==> src/rtl/stream_frame_framer.sv <==
// -----------------------------------------------------------------------------
// stream_frame_framer
//
// Pixel-stream front end for stream_neural_net. Turns a VSYNC/HSYNC framed
// raw pixel stream into a validated stream with a flat pixel index and
// start/end-of-frame flags. It also checks the frame geometry against
// WIDTH x HEIGHT and reports an error summary when each frame completes.
//
// Ports:
//   clk           - clock, all logic on the rising edge
//   rst_n         - synchronous reset, active low
//   VSYNC         - high for the duration of a frame
//   HSYNC         - high while the active pixels of a line are presented
//   in            - pixel, sampled when HSYNC=1 inside a frame
//   pix_out       - registered accepted pixel
//   pix_valid     - pix_out / pix_idx valid this cycle
//   pix_idx       - row*WIDTH+col of pix_out
//   sof / eof     - qualify pix_valid for index 0 / index WIDTH*HEIGHT-1
//   frame_done    - one-cycle pulse once VSYNC has fallen on an active frame
//   frame_err     - OR of err_code, valid with frame_done, held until the next
//   err_code      - [0] long line, [1] short line, [2] extra lines,
//                   [3] missing lines; valid with frame_done, held until next
//   frame_cnt     - (FRAMER_STATS_EN only) completed frames, wraps at 2^16
//   err_frame_cnt - (FRAMER_STATS_EN only) completed frames with an error
//
// Optional feature macro: FRAMER_STATS_EN adds the two statistics counters.
// -----------------------------------------------------------------------------
module stream_frame_framer #(
  parameter int  DATA_W = 16,
  parameter int  WIDTH  = 28,
  parameter int  HEIGHT = 28,
  localparam int IDX_W  = $clog2(WIDTH * HEIGHT)
) (
  input  logic              clk,
  input  logic              rst_n,
  input  logic              VSYNC,
  input  logic              HSYNC,
  input  logic [DATA_W-1:0] in,
  output logic [DATA_W-1:0] pix_out,
  output logic              pix_valid,
  output logic [IDX_W-1:0]  pix_idx,
  output logic              sof,
  output logic              eof,
  output logic              frame_done,
  output logic              frame_err,
  output logic [3:0]        err_code
`ifdef FRAMER_STATS_EN
  ,
  output logic [15:0]       frame_cnt,
  output logic [15:0]       err_frame_cnt
`endif
);

  // Row/col counters must be able to hold HEIGHT/WIDTH themselves, which mark
  // "frame full" and "line full". The running index counter must hold
  // WIDTH*HEIGHT because the line base is advanced past the last line.
  localparam int ROW_W = $clog2(HEIGHT + 1);
  localparam int COL_W = $clog2(WIDTH + 1);
  localparam int CNT_W = $clog2(WIDTH * HEIGHT + 1);

  localparam logic [ROW_W-1:0] ROW_MAX  = ROW_W'(HEIGHT);
  localparam logic [COL_W-1:0] COL_MAX  = COL_W'(WIDTH);
  localparam logic [CNT_W-1:0] LINE_INC = CNT_W'(WIDTH);
  localparam logic [CNT_W-1:0] LAST_IDX = CNT_W'(WIDTH * HEIGHT - 1);

  typedef enum logic [1:0] {
    IDLE,
    ACTIVE,
    DONE
  } state_t;

  state_t            state_q, state_d;
  logic              vsync_q, vsync_d;
  logic              hsync_q, hsync_d;
  logic [ROW_W-1:0]  row_q, row_d;
  logic [COL_W-1:0]  col_q, col_d;
  logic [3:0]        err_q, err_d;
  logic [CNT_W-1:0]  base_q, base_d;
  logic [CNT_W-1:0]  idx_q, idx_d;

  logic [DATA_W-1:0] pix_out_q, pix_out_d;
  logic              pix_valid_q, pix_valid_d;
  logic [IDX_W-1:0]  pix_idx_q, pix_idx_d;
  logic              sof_q, sof_d;
  logic              eof_q, eof_d;
  logic              frame_done_q, frame_done_d;
  logic              frame_err_q, frame_err_d;
  logic [3:0]        err_code_q, err_code_d;
  logic [3:0]        err_final;
  logic              line_end;
`ifdef FRAMER_STATS_EN
  logic [15:0]       frame_cnt_q, frame_cnt_d;
  logic [15:0]       err_frame_cnt_q, err_frame_cnt_d;
`endif

  always_comb begin
    state_d      = state_q;
    vsync_d      = VSYNC;
    hsync_d      = HSYNC;
    row_d        = row_q;
    col_d        = col_q;
    err_d        = err_q;
    base_d       = base_q;
    idx_d        = idx_q;
    pix_out_d    = pix_out_q;
    pix_valid_d  = 1'b0;
    pix_idx_d    = pix_idx_q;
    sof_d        = 1'b0;
    eof_d        = 1'b0;
    frame_done_d = 1'b0;
    frame_err_d  = frame_err_q;
    err_code_d   = err_code_q;
    err_final    = err_q;
    // A line ends when HSYNC drops, or when VSYNC drops while a line is open.
    line_end     = hsync_q && !(HSYNC && VSYNC);

    unique case (state_q)
      IDLE: begin
        // Only a real rising edge of VSYNC starts a frame.
        if (VSYNC && !vsync_q) begin
          state_d = ACTIVE;
          row_d   = '0;
          col_d   = '0;
          err_d   = '0;
          base_d  = '0;
          idx_d   = '0;
        end
      end

      ACTIVE: begin
        if (line_end) begin
          // Lines beyond HEIGHT are already flagged as extra, so they are not
          // also reported as short.
          if (row_q < ROW_MAX) begin
            if (col_q < COL_MAX) begin
              err_d[1] = 1'b1;
            end
            row_d  = row_q + ROW_W'(1);
            base_d = base_q + LINE_INC;
            idx_d  = base_q + LINE_INC;
          end
          col_d = '0;
        end else if (VSYNC && HSYNC) begin
          if (row_q == ROW_MAX) begin
            err_d[2] = 1'b1;
          end else if (col_q == COL_MAX) begin
            err_d[0] = 1'b1;
          end else begin
            pix_out_d   = in;
            pix_valid_d = 1'b1;
            pix_idx_d   = idx_q[IDX_W-1:0];
            sof_d       = (idx_q == '0);
            eof_d       = (idx_q == LAST_IDX);
            col_d       = col_q + COL_W'(1);
            idx_d       = idx_q + CNT_W'(1);
          end
        end

        // The report is registered on the way into DONE so that frame_done is
        // high exactly during the DONE cycle, with the missing-lines check
        // applied to the row count after any final line end.
        if (!VSYNC) begin
          state_d      = DONE;
          err_final    = err_d | {(row_d < ROW_MAX), 3'b000};
          err_d        = err_final;
          frame_done_d = 1'b1;
          err_code_d   = err_final;
          frame_err_d  = |err_final;
        end
      end

      DONE: begin
        state_d = IDLE;
      end

      default: begin
        state_d = IDLE;
      end
    endcase
  end

`ifdef FRAMER_STATS_EN
  always_comb begin
    frame_cnt_d     = frame_cnt_q + 16'(frame_done_d);
    err_frame_cnt_d = err_frame_cnt_q + 16'(frame_done_d & frame_err_d);
  end
`endif

  // VSYNC_q resets high so a VSYNC already asserted at reset release is not
  // mistaken for a frame start.
  always_ff @(posedge clk) begin
    if (!rst_n) begin
      state_q      <= IDLE;
      vsync_q      <= 1'b1;
      hsync_q      <= 1'b0;
      row_q        <= '0;
      col_q        <= '0;
      err_q        <= '0;
      base_q       <= '0;
      idx_q        <= '0;
      pix_out_q    <= '0;
      pix_valid_q  <= 1'b0;
      pix_idx_q    <= '0;
      sof_q        <= 1'b0;
      eof_q        <= 1'b0;
      frame_done_q <= 1'b0;
      frame_err_q  <= 1'b0;
      err_code_q   <= '0;
`ifdef FRAMER_STATS_EN
      frame_cnt_q     <= '0;
      err_frame_cnt_q <= '0;
`endif
    end else begin
      state_q      <= state_d;
      vsync_q      <= vsync_d;
      hsync_q      <= hsync_d;
      row_q        <= row_d;
      col_q        <= col_d;
      err_q        <= err_d;
      base_q       <= base_d;
      idx_q        <= idx_d;
      pix_out_q    <= pix_out_d;
      pix_valid_q  <= pix_valid_d;
      pix_idx_q    <= pix_idx_d;
      sof_q        <= sof_d;
      eof_q        <= eof_d;
      frame_done_q <= frame_done_d;
      frame_err_q  <= frame_err_d;
      err_code_q   <= err_code_d;
`ifdef FRAMER_STATS_EN
      frame_cnt_q     <= frame_cnt_d;
      err_frame_cnt_q <= err_frame_cnt_d;
`endif
    end
  end

  assign pix_out    = pix_out_q;
  assign pix_valid  = pix_valid_q;
  assign pix_idx    = pix_idx_q;
  assign sof        = sof_q;
  assign eof        = eof_q;
  assign frame_done = frame_done_q;
  assign frame_err  = frame_err_q;
  assign err_code   = err_code_q;
`ifdef FRAMER_STATS_EN
  assign frame_cnt     = frame_cnt_q;
  assign err_frame_cnt = err_frame_cnt_q;
`endif

endmodule
==> config.mk <==
export PLATFORM = sky130hd
export DESIGN_NAME = stream_frame_framer
export DESIGN_NICKNAME = d
export VERILOG_FILES = /design/src/rtl/stream_frame_framer.sv
export SDC_FILE = /design/constraint.sdc
export NUM_CORES = 1
export LEC_CHECK = 0
export BUFFER_PORTS_ARGS = -buffer_cell sky130_fd_sc_hd__buf_2
export CORE_ASPECT_RATIO = 0.8
export CORE_MARGIN = 2
export CORE_UTILIZATION = 35
export CTS_CLUSTER_DIAMETER = 100
export DETAILED_ROUTE_END_ITERATION = 10
export PLACE_DENSITY = 0.6
export REMOVE_ABC_BUFFERS = 1
export SYNTH_ARGS = -nofsm -noshare
export SYNTH_HDL_FRONTEND = slang
export SYNTH_SLANG_ARGS = --single-unit
==> constraint.sdc <==
create_clock -name clk -period 2.2 [get_ports clk]
set_input_delay 0.55 -clock clk [delete_from_list [all_inputs] [get_ports clk]]
set_output_delay 0.55 -clock clk [all_outputs]
set_load 0.01 [all_outputs]
== Word-level counts from Yosys, hierarchy flattened ==
Cells that the tools add are included.

* Bits in registers: 73

* Mux-type cells: 40
* Equality and inequality tests: 12
* Bitwise gates (word level): 8
* $lt $le $gt $ge: 3
* $add $sub $neg: 4
* Reductions and logical operators: 20

{| class="wikitable"
|+ Operator list
! kind !! number
|-
| 10-bit 2-to-1 mux || 7
|-
| 5-bit 2-to-1 mux || 8
|-
| 10-bit one-hot mux with 2 select lines || 2
|-
| 5-bit one-hot mux with 2 select lines || 2
|-
| 5-bit < comparator (second input constant) || 3
|-
| 1-bit 2-to-1 mux || 15
|-
| 3-bit inequality test (second input constant) || 4
|-
| 10-bit by 1-bit adder with 10-bit output (second input constant) || 1
|-
| 10-bit by 5-bit adder with 10-bit output (second input constant) || 1
|-
| 5-bit by 1-bit adder with 5-bit output (second input constant) || 2
|-
| 10-bit equality test (second input constant) || 1
|-
| 5-bit equality test (second input constant) || 2
|-
| 10-bit logical NOT || 1
|-
| 5-bit AND reduction || 2
|-
| 4-bit 2-to-1 mux || 2
|-
| 2-bit inequality test (second input constant) || 4
|-
| 4-bit one-hot mux with 2 select lines || 1
|-
| 2-bit AND reduction || 4
|-
| 1-bit inverter || 7
|-
| 6-bit AND reduction || 1
|-
| 6-bit OR reduction || 1
|-
| 5-bit OR reduction || 1
|-
| 2-bit 2-to-1 mux || 2
|-
| 4-bit OR || 1
|-
| 9 further kinds || 12
|}

== Longest topological paths before layout ==
Gate-level depths: netlist (run 1).

* Depth in word-level cells: 9
* Depth in mapped cells: 9
* Depth with buffers taken out: 7

== Least setup slack after synthesis (run 1) ==
OpenSTA, ideal clock, no wires.

* Path type: input to register
* Start point: in VSYNC
* End point: reg frame_err_q (netlist: frame_err)
* Path slack: 348 ps
* Buffers on the path: 1
* Arrival time: 1730 ps
* Stages on the path: 6
* Cell sequence: buf_6 > a21bo_1 > or3_1 > a311o_1 > nor3b_1 > a21oi_1

* Word-level cells in the longest chain between the ends: 8

{| class="wikitable"
|+ RTL lines
! item !! line !! RTL
|-
| start, declared || 36 || <nowiki>input logic VSYNC,</nowiki>
|-
| 1-bit logical AND || 115, 143 ||
|-
| 1-bit logical NOT || 115 || <nowiki>line_end = hsync_q && !(HSYNC && VSYNC);</nowiki>
|-
| 1-bit logical AND || 115 ||
|-
| 5-bit 2-to-1 mux || 131 || <nowiki>if (line_end) begin</nowiki>
|-
| 5-bit 2-to-1 mux || 117 || <nowiki>unique case (state_q)</nowiki>
|-
| 5-bit < comparator || 164 || <nowiki>err_final = err_d | {(row_d < ROW_MAX), 3'b000};</nowiki>
|-
| 4-bit OR || 164 ||
|-
| 4-bit OR reduction || 168 || <nowiki>frame_err_d = |err_final;</nowiki>
|-
| end signal, assigned || 228 || <nowiki>frame_err_q <= frame_err_d;</nowiki>
|-
| end, declared || 87 || <nowiki>logic frame_err_q, frame_err_d;</nowiki>
|}

Several ways; a longest one is shown, not always the timed one. The select of a mux whose other input is x is not followed.
A chain may end at the register's enable or synchronous reset.

== Worst setup path in the final report (run 1) ==
* Start point: reg row_q[0]
* End point: reg idx_q[6]

* Word-level cells in the longest chain between the ends: 3

{| class="wikitable"
|+ RTL lines
! item !! line !! RTL
|-
| start, declared || 75 || <nowiki>logic [ROW_W-1:0] row_q, row_d;</nowiki>
|-
| start signal, assigned || 217 || <nowiki>row_q <= row_d;</nowiki>
|-
| 5-bit < comparator or 5-bit equality test (tied branches) || 134, 144 ||
|-
| 3-bit inequality test (no line) || -- ||
|-
| 6-bit AND reduction (no line) * || -- ||
|-
| end signal, assigned || 221 || <nowiki>idx_q <= idx_d;</nowiki>
|-
| end, declared || 79 || <nowiki>logic [CNT_W-1:0] idx_q, idx_d;</nowiki>
|}

Every way passes the cells marked *; elsewhere a longest branch is shown, timed or not.

==> results of run 1 <==
[power groups by stage]
stage / logic (mW) / clock network [mW] / registers (mW)
floorplan: 0.0766 / 0 / 1.34
global route: 0.174 / 1.62 / 1.31
CTS: 0.158 / 1.56 / 1.31
finish: 0.158 / 1.53 / 1.31
detailed placement: 0.158 / 0 / 1.34
global placement: 0.155 / 0 / 1.34
[cells in the final DEF (no fill, tap or decap), types with 12 or more instances in the layout]
cell type   n
o21ai_0    17
nand3_1    17
and2_1     12
nand2_1    75
dfxtp_1    71
a21boi_0   34
buf_2      54
nor2_1     28
[worst paths after layout]
check                            startpoint     endpoint  depth (start not counted)
worst max-delay path               row_q[0]     idx_q[6]                          7
worst min-delay path            pix_out[11]  pix_out[11]                          2
worst max register to register     row_q[0]     idx_q[6]                          7
worst min register to register  pix_out[11]  pix_out[11]                          2
[critical path, stage by stage (launching register included)]
cell and delay (ns):
dfxtp_1 0.41, inv_1 0.07, ha_1 0.21, nand4_2 0.15
nand3_1 0.12, a311o_1 0.46, and2_1 0.26, a32o_1 0.22
[registers in the layout, indices dropped and copies added, names as in the netlist, 2 cells and up]
signal	cells
pix_out	16
idx_q	10
pix_idx	10
base_q	8
col_q	5
row_q	5
err_code	4
err_q	4
state_q	2
[per-stage QoR]
| step | power [mW] | instances |
|---|---|---|
| 3_3_place_gp | 1.50 | 558 |
| 5_1_grt | 3.11 | 573 |
| 3_5_place_dp | 1.50 | 558 |
| 2_1_floorplan | 1.42 | 375 |
| 4_1_cts | 3.03 | 573 |
| 6_report | 3.00 | 573 |
[metal layers]
layer | up-vias | part of all wire [%]
li1 | 1479 | -
met1 | 1336 | 52
met2 | 33 | 44
met3 | 8 | 2.6
met4 | 0 | 1.4
met5 | - | 0
[area by class of cell]
| cell class | count | area [sq um] |
|---|---|---|
| Clock buffer | 11 | 243 |
| Inverter | 10 | 37.5 |
| Multi-Input combinational cell | 294 | 1750 |
| Fill cell | 910 | 5040 |
| Tap cell | 115 | 144 |
| Clock inverter | 4 | 70.1 |
| Timing Repair Buffer | 68 | 413 |
| Sequential cell | 71 | 1420 |
[kinds of logic after synthesis]
| kind of cell | count (synthesis) | share of synthesized area, % |
|---|---|---|
| muxes | 1 | 0.302 |
| adders and majority gates | 7 | 2.64 |
| AOI/OAI and AO/OA | 88 | 19.3 |
| xor gates and xnor gates | 13 | 3.44 |
| DFF | 71 | 42.9 |
| buffers and inverters | 32 | 4.38 |
| and+or+nand+nor | 185 | 27.1 |
==> metrics.yaml, run 1 <==
status: "finished, final reports clean"
final_util_pct: 44.7
drt_iter0_drc: 232
boundaryPins: 55
clk_latency_ns: 0.33
syn_inst: 397
cp-end-kind: "register"
grt_pass1_wl_um: 13100
period_minus_slack_ns: 1.99
top_usage_layer: "met2"
antenna_found_initial: 0
wl_per_cell_um: 13.7
fp-row-count: 31
ys_top_cells_by_count: "nand2_1 (75), dfxtp_1 (71), a21boi_0 (34)"
drive_gt1_share_pct: 19.2
hp-class: "register to register"
cts_made_buffers: 9
clk_pin_slew_ns: 0.05
die-width_um: 113
grt_pass1_vias: 2716
syn_to_final_growth_pct: 23.0
drv_slew: 0
setup_ws_ns: 0.212
grt_max_degree: 62
gr-total-overflow: 0
arrival_ns: 2.21
clockPowerShare_pct: 51.0
viasPerCell: 4.98
synth_seq_cells: 71
yosysWarnings: 0
slew_headroom_pct: 65.7
synth.area.top_cells: "dfxtp_1 (43%), nand2_1 (8.5%), a21boi_0 (7.7%), nor2_1 (3.2%), xnor2_1 (2.9%)"
cts_hold_buffers: 0
ys_seq_area_share_pct: 42.9
clkSinkCount: 71
start_kind: "register"
crit_type: "register to register"
grt_use_met3_pct: 4.21
synthArstFlopShare_pct: 0
combPwrFrac_pct: 5.3
routed_wl_um: 7840
powerDensity_nw_per_um2: 737
place_area_sq_um: 3760
fin_area_sq_um: 4080
ant_nets: 0
pre_cts_ws_ns: 0.114
die_h_um: 91.0
maxCapViolations: 0
drt_pass1_iterations: 4
syn_avg_cell_area_sq_um: 8.35
cts_root_buffer: "clkbuf_16"
skew_ns: 0.00517
grt_usage_pct: 15.6
cts_resized: 0
yosysTopAreaCell: "dfxtp_1"
ys.flop_type: "dfxtp_1"
p_seq_share_pct: 43.7
crit_path_max_fanout: 7
cts_tree: "done"
use_met2_pct: 23.3
dp_hpwl_um: 5480
port_buffers: 54
routabilityCongestion: 0.802
power_leakage_nw: 1.58
grt_util_met1_pct: 21.5
ys_types: 49
swShare_pct: 20.7
cts_setup_buffers: 0
synth_area_sq_um: 3310
synth-edff-count: 0
synth_top_area_share_pct: 42.9
dieArea_sq_um: 10300
antennaDiodeCount: 0
drcViolationCount: 0
r2r_setup_slack_ns: 0.21
htreeDepth: 3
tns_ns: 0
hold_viol_final: 0
rsz0062_at_grt: "false"
finalCritPeriodShare_pct: 90.4
p_int_mw: 2.38
clockBufferDepth: 2
whs_ns: 0.458
ir_worst_vdd_mv: 0.769
yosysMostFrequentCell: "nand2_1"
num-nets-final: 481
power_switching_mw: 0.621
core_area_sq_um: 9110
fmax_mhz: 503
initial_core_util_pct: 36.4
worst-endpoint-required_ns: 2.42
vias: 2856
setup_viol: 0
worst_pin_slew_ns: 0.512
Power figures use the tool's default switching activity.
==> run 2: changes to the inputs <==
--- a/config.mk
+++ b/config.mk
@@ -11,7 +11,7 @@
 export CORE_UTILIZATION = 35
 export CTS_CLUSTER_DIAMETER = 100
 export DETAILED_ROUTE_END_ITERATION = 10
-export PLACE_DENSITY = 0.6
+export PLACE_DENSITY = 0.65
 export REMOVE_ABC_BUFFERS = 1
 export SYNTH_ARGS = -nofsm -noshare
 export SYNTH_HDL_FRONTEND = slang
==> metrics.yaml, run 2 (same netlist as run 1, synthesis figures left out) <==
status: "finished, final reports clean"  # unchanged
drt_iter0_drc: 240  # was 232
setup_viol: 0  # unchanged
boundaryPins: 55  # unchanged
fin_area_sq_um: 4060  # was 4080 sq um
r2r_setup_slack_ns: 0.24  # was 0.21 ns
cts_hold_buffers: 0  # unchanged
die_h_um: 91.0  # unchanged
critical_path.max_stage_delay_ns: 0.47  # was 0.46 ns
gr-total-overflow: 0  # unchanged
largest_reg_flops: 16  # unchanged
r2r_cells: 7  # unchanged
viasPerCell: 5.09  # was 4.98
cts_resized: 0  # unchanged
clk_pin_slew_ns: 0.05  # about the same
htreeDepth: 3  # unchanged
grt_max_degree: 62  # unchanged
path_cells: "inv_1 -> ha_1 -> nand4_1 -> nand3_1 -> a311o_1 -> and2_1 -> a32o_1"  # was inv_1 -> ha_1 -> nand4_2 -> nand3_1 -> a311o_1 -> and2_1 -> a32o_1
initial_core_util_pct: 36.4  # unchanged
fmax_mhz: 511  # was 503 MHz
power_leakage_nw: 1.58  # about the same
hp-class: "register to register"  # unchanged
die-width_um: 113  # unchanged
crit_path_top_delay_cell: "a311o_1"  # unchanged
arrival_ns: 2.18  # was 2.21 ns
grt_pass1_vias: 2734  # was 2716
finalCritPeriodShare_pct: 89.0  # was 90.4%
final_cell_mix: "nand2_1 (75), dfxtp_1 (71), buf_2 (54)"  # unchanged
syn_to_final_growth_pct: 22.5  # was 23.0%
antenna_found_initial: 0  # unchanged
place_area_sq_um: 3750  # was 3760 sq um
final_common_cell: "nand2_1"  # unchanged
clkSinkCount: 71  # unchanged
cts_setup_buffers: 0  # unchanged
worst_pin_slew_ns: 0.542  # was 0.512 ns
drive_gt1_share_pct: 19.4  # was 19.2%
cts_made_buffers: 9  # unchanged
whs_path_depth: 2  # unchanged
core_area_sq_um: 9110  # unchanged
drt_pass1_iterations: 5  # was 4
worst-endpoint-required_ns: 2.42  # about the same
ant_nets: 0  # unchanged
min_to: "pix_out[2]"  # was pix_out[11]
hold_viol_final: 0  # unchanged
skew_ns: 0.00318  # was 0.00517 ns
wl_per_cell_um: 13.1  # was 13.7 um
antennaDiodeCount: 0  # unchanged
tns_ns: 0  # unchanged
cp-end-kind: "register"  # unchanged
clk_latency_ns: 0.33  # about the same
crit_type: "register to register"  # unchanged
port_buffers: 54  # unchanged
crit_start: "col_q[0]"  # was row_q[0]
reg2reg_to: "idx_q[6]"  # unchanged
ir_worst_vdd_mv: 0.577  # was 0.769 mV
whs_ns: 0.456  # was 0.458 ns
routed_wl_um: 7500  # was 7840 um
critPathTopFamily: "compound AO/OA/AOI/OAI gates"  # unchanged
grt_usage_pct: 15.7  # was 15.6%
cts_root_buffer: "clkbuf_16"  # unchanged
grt_pass1_wl_um: 13100  # about the same
slew_headroom_pct: 63.7  # was 65.7%
fp-row-count: 31  # unchanged
timing.rr.start: "col_q[0]"  # was row_q[0]
powerDensity_nw_per_um2: 736  # was 737 nW/um^2
dieArea_sq_um: 10300  # unchanged
rsz0062_at_grt: "false"  # unchanged
start_kind: "register"  # unchanged
period_minus_slack_ns: 1.96  # was 1.99 ns
crit_buf_inv: 1  # unchanged
clockBufferDepth: 2  # unchanged
drv_slew: 0  # unchanged
cts_tree: "done"  # unchanged
drcViolationCount: 0  # unchanged
dp_hpwl_um: 5380  # was 5480 um
routabilityCongestion: 0.868  # was 0.802
vias: 2920  # was 2856
hold_start: "pix_out[2]"  # was pix_out[11]
maxCapViolations: 0  # unchanged
crit_path_max_fanout: 7  # unchanged
num-nets-final: 482  # was 481
run 2: layout make-up:
type                       instances  area, sq um
inverter                          10         37.5
fill                             886         5060
multi-input combinational        294         1750
timing repair buffer              69          395
tap                              115          144
clock buffer                      11          243
sequential                        71         1420
clock inverter                     4         70.1
run 2: metal layers:
metal / vias up / GRT usage, % / part of all wire (%)
met2: 51 / 22.5 / 43
li1: 1487 / - / -
met4: 0 / 4.98 / 1.4
met5: - / 0 / 0
met3: 12 / 5.14 / 4.0
met1: 1370 / 22.1 / 52
run 2: through the flow:
stage	util [%]	setup WS [ns]	power, mW	std cells
global placement	41.1	0.136	1.49	559
finish	44.5	0.242	2.99	574
global route	44.5	0.128	3.10	574
floorplan	-	0.221	1.42	375
CTS	44.5	0.252	3.02	574
detailed placement	41.1	0.110	1.50	559
run 2: worst max path at each step:
| stage | to | slack (ns) | cells past startpoint |
|---|---|---|---|
| 2_1_floorplan | eof | 0.22 | 7 |
| 3_3_place_gp | idx_q[3] | 0.14 | 6 |
| 3_5_place_dp | col_q[3] | 0.11 | 6 |
| 4_1_cts | idx_q[6] | 0.25 | 7 |
| 5_1_grt | pix_out[6] | 0.13 | 8 |
| 6_report | idx_q[6] | 0.24 | 7 |
run 2: worst min-delay path: cells and delay by family (launching register included):
family | cells | cell delay (ns)
flip-flops | 1 | 0.30
AND/OR/NAND/NOR | 1 | 0.04
AO/OA/AOI/OAI | 1 | 0.06
run 2: power breakdown:
part	switching [mW]	leakage [nW]	internal (mW)	total, mW
combinational	0.0889	0.853	0.0675	0.156
sequential	0.0126	0.573	1.30	1.31
clock	0.506	0.155	1.01	1.52
total	0.607	1.58	2.38	2.99
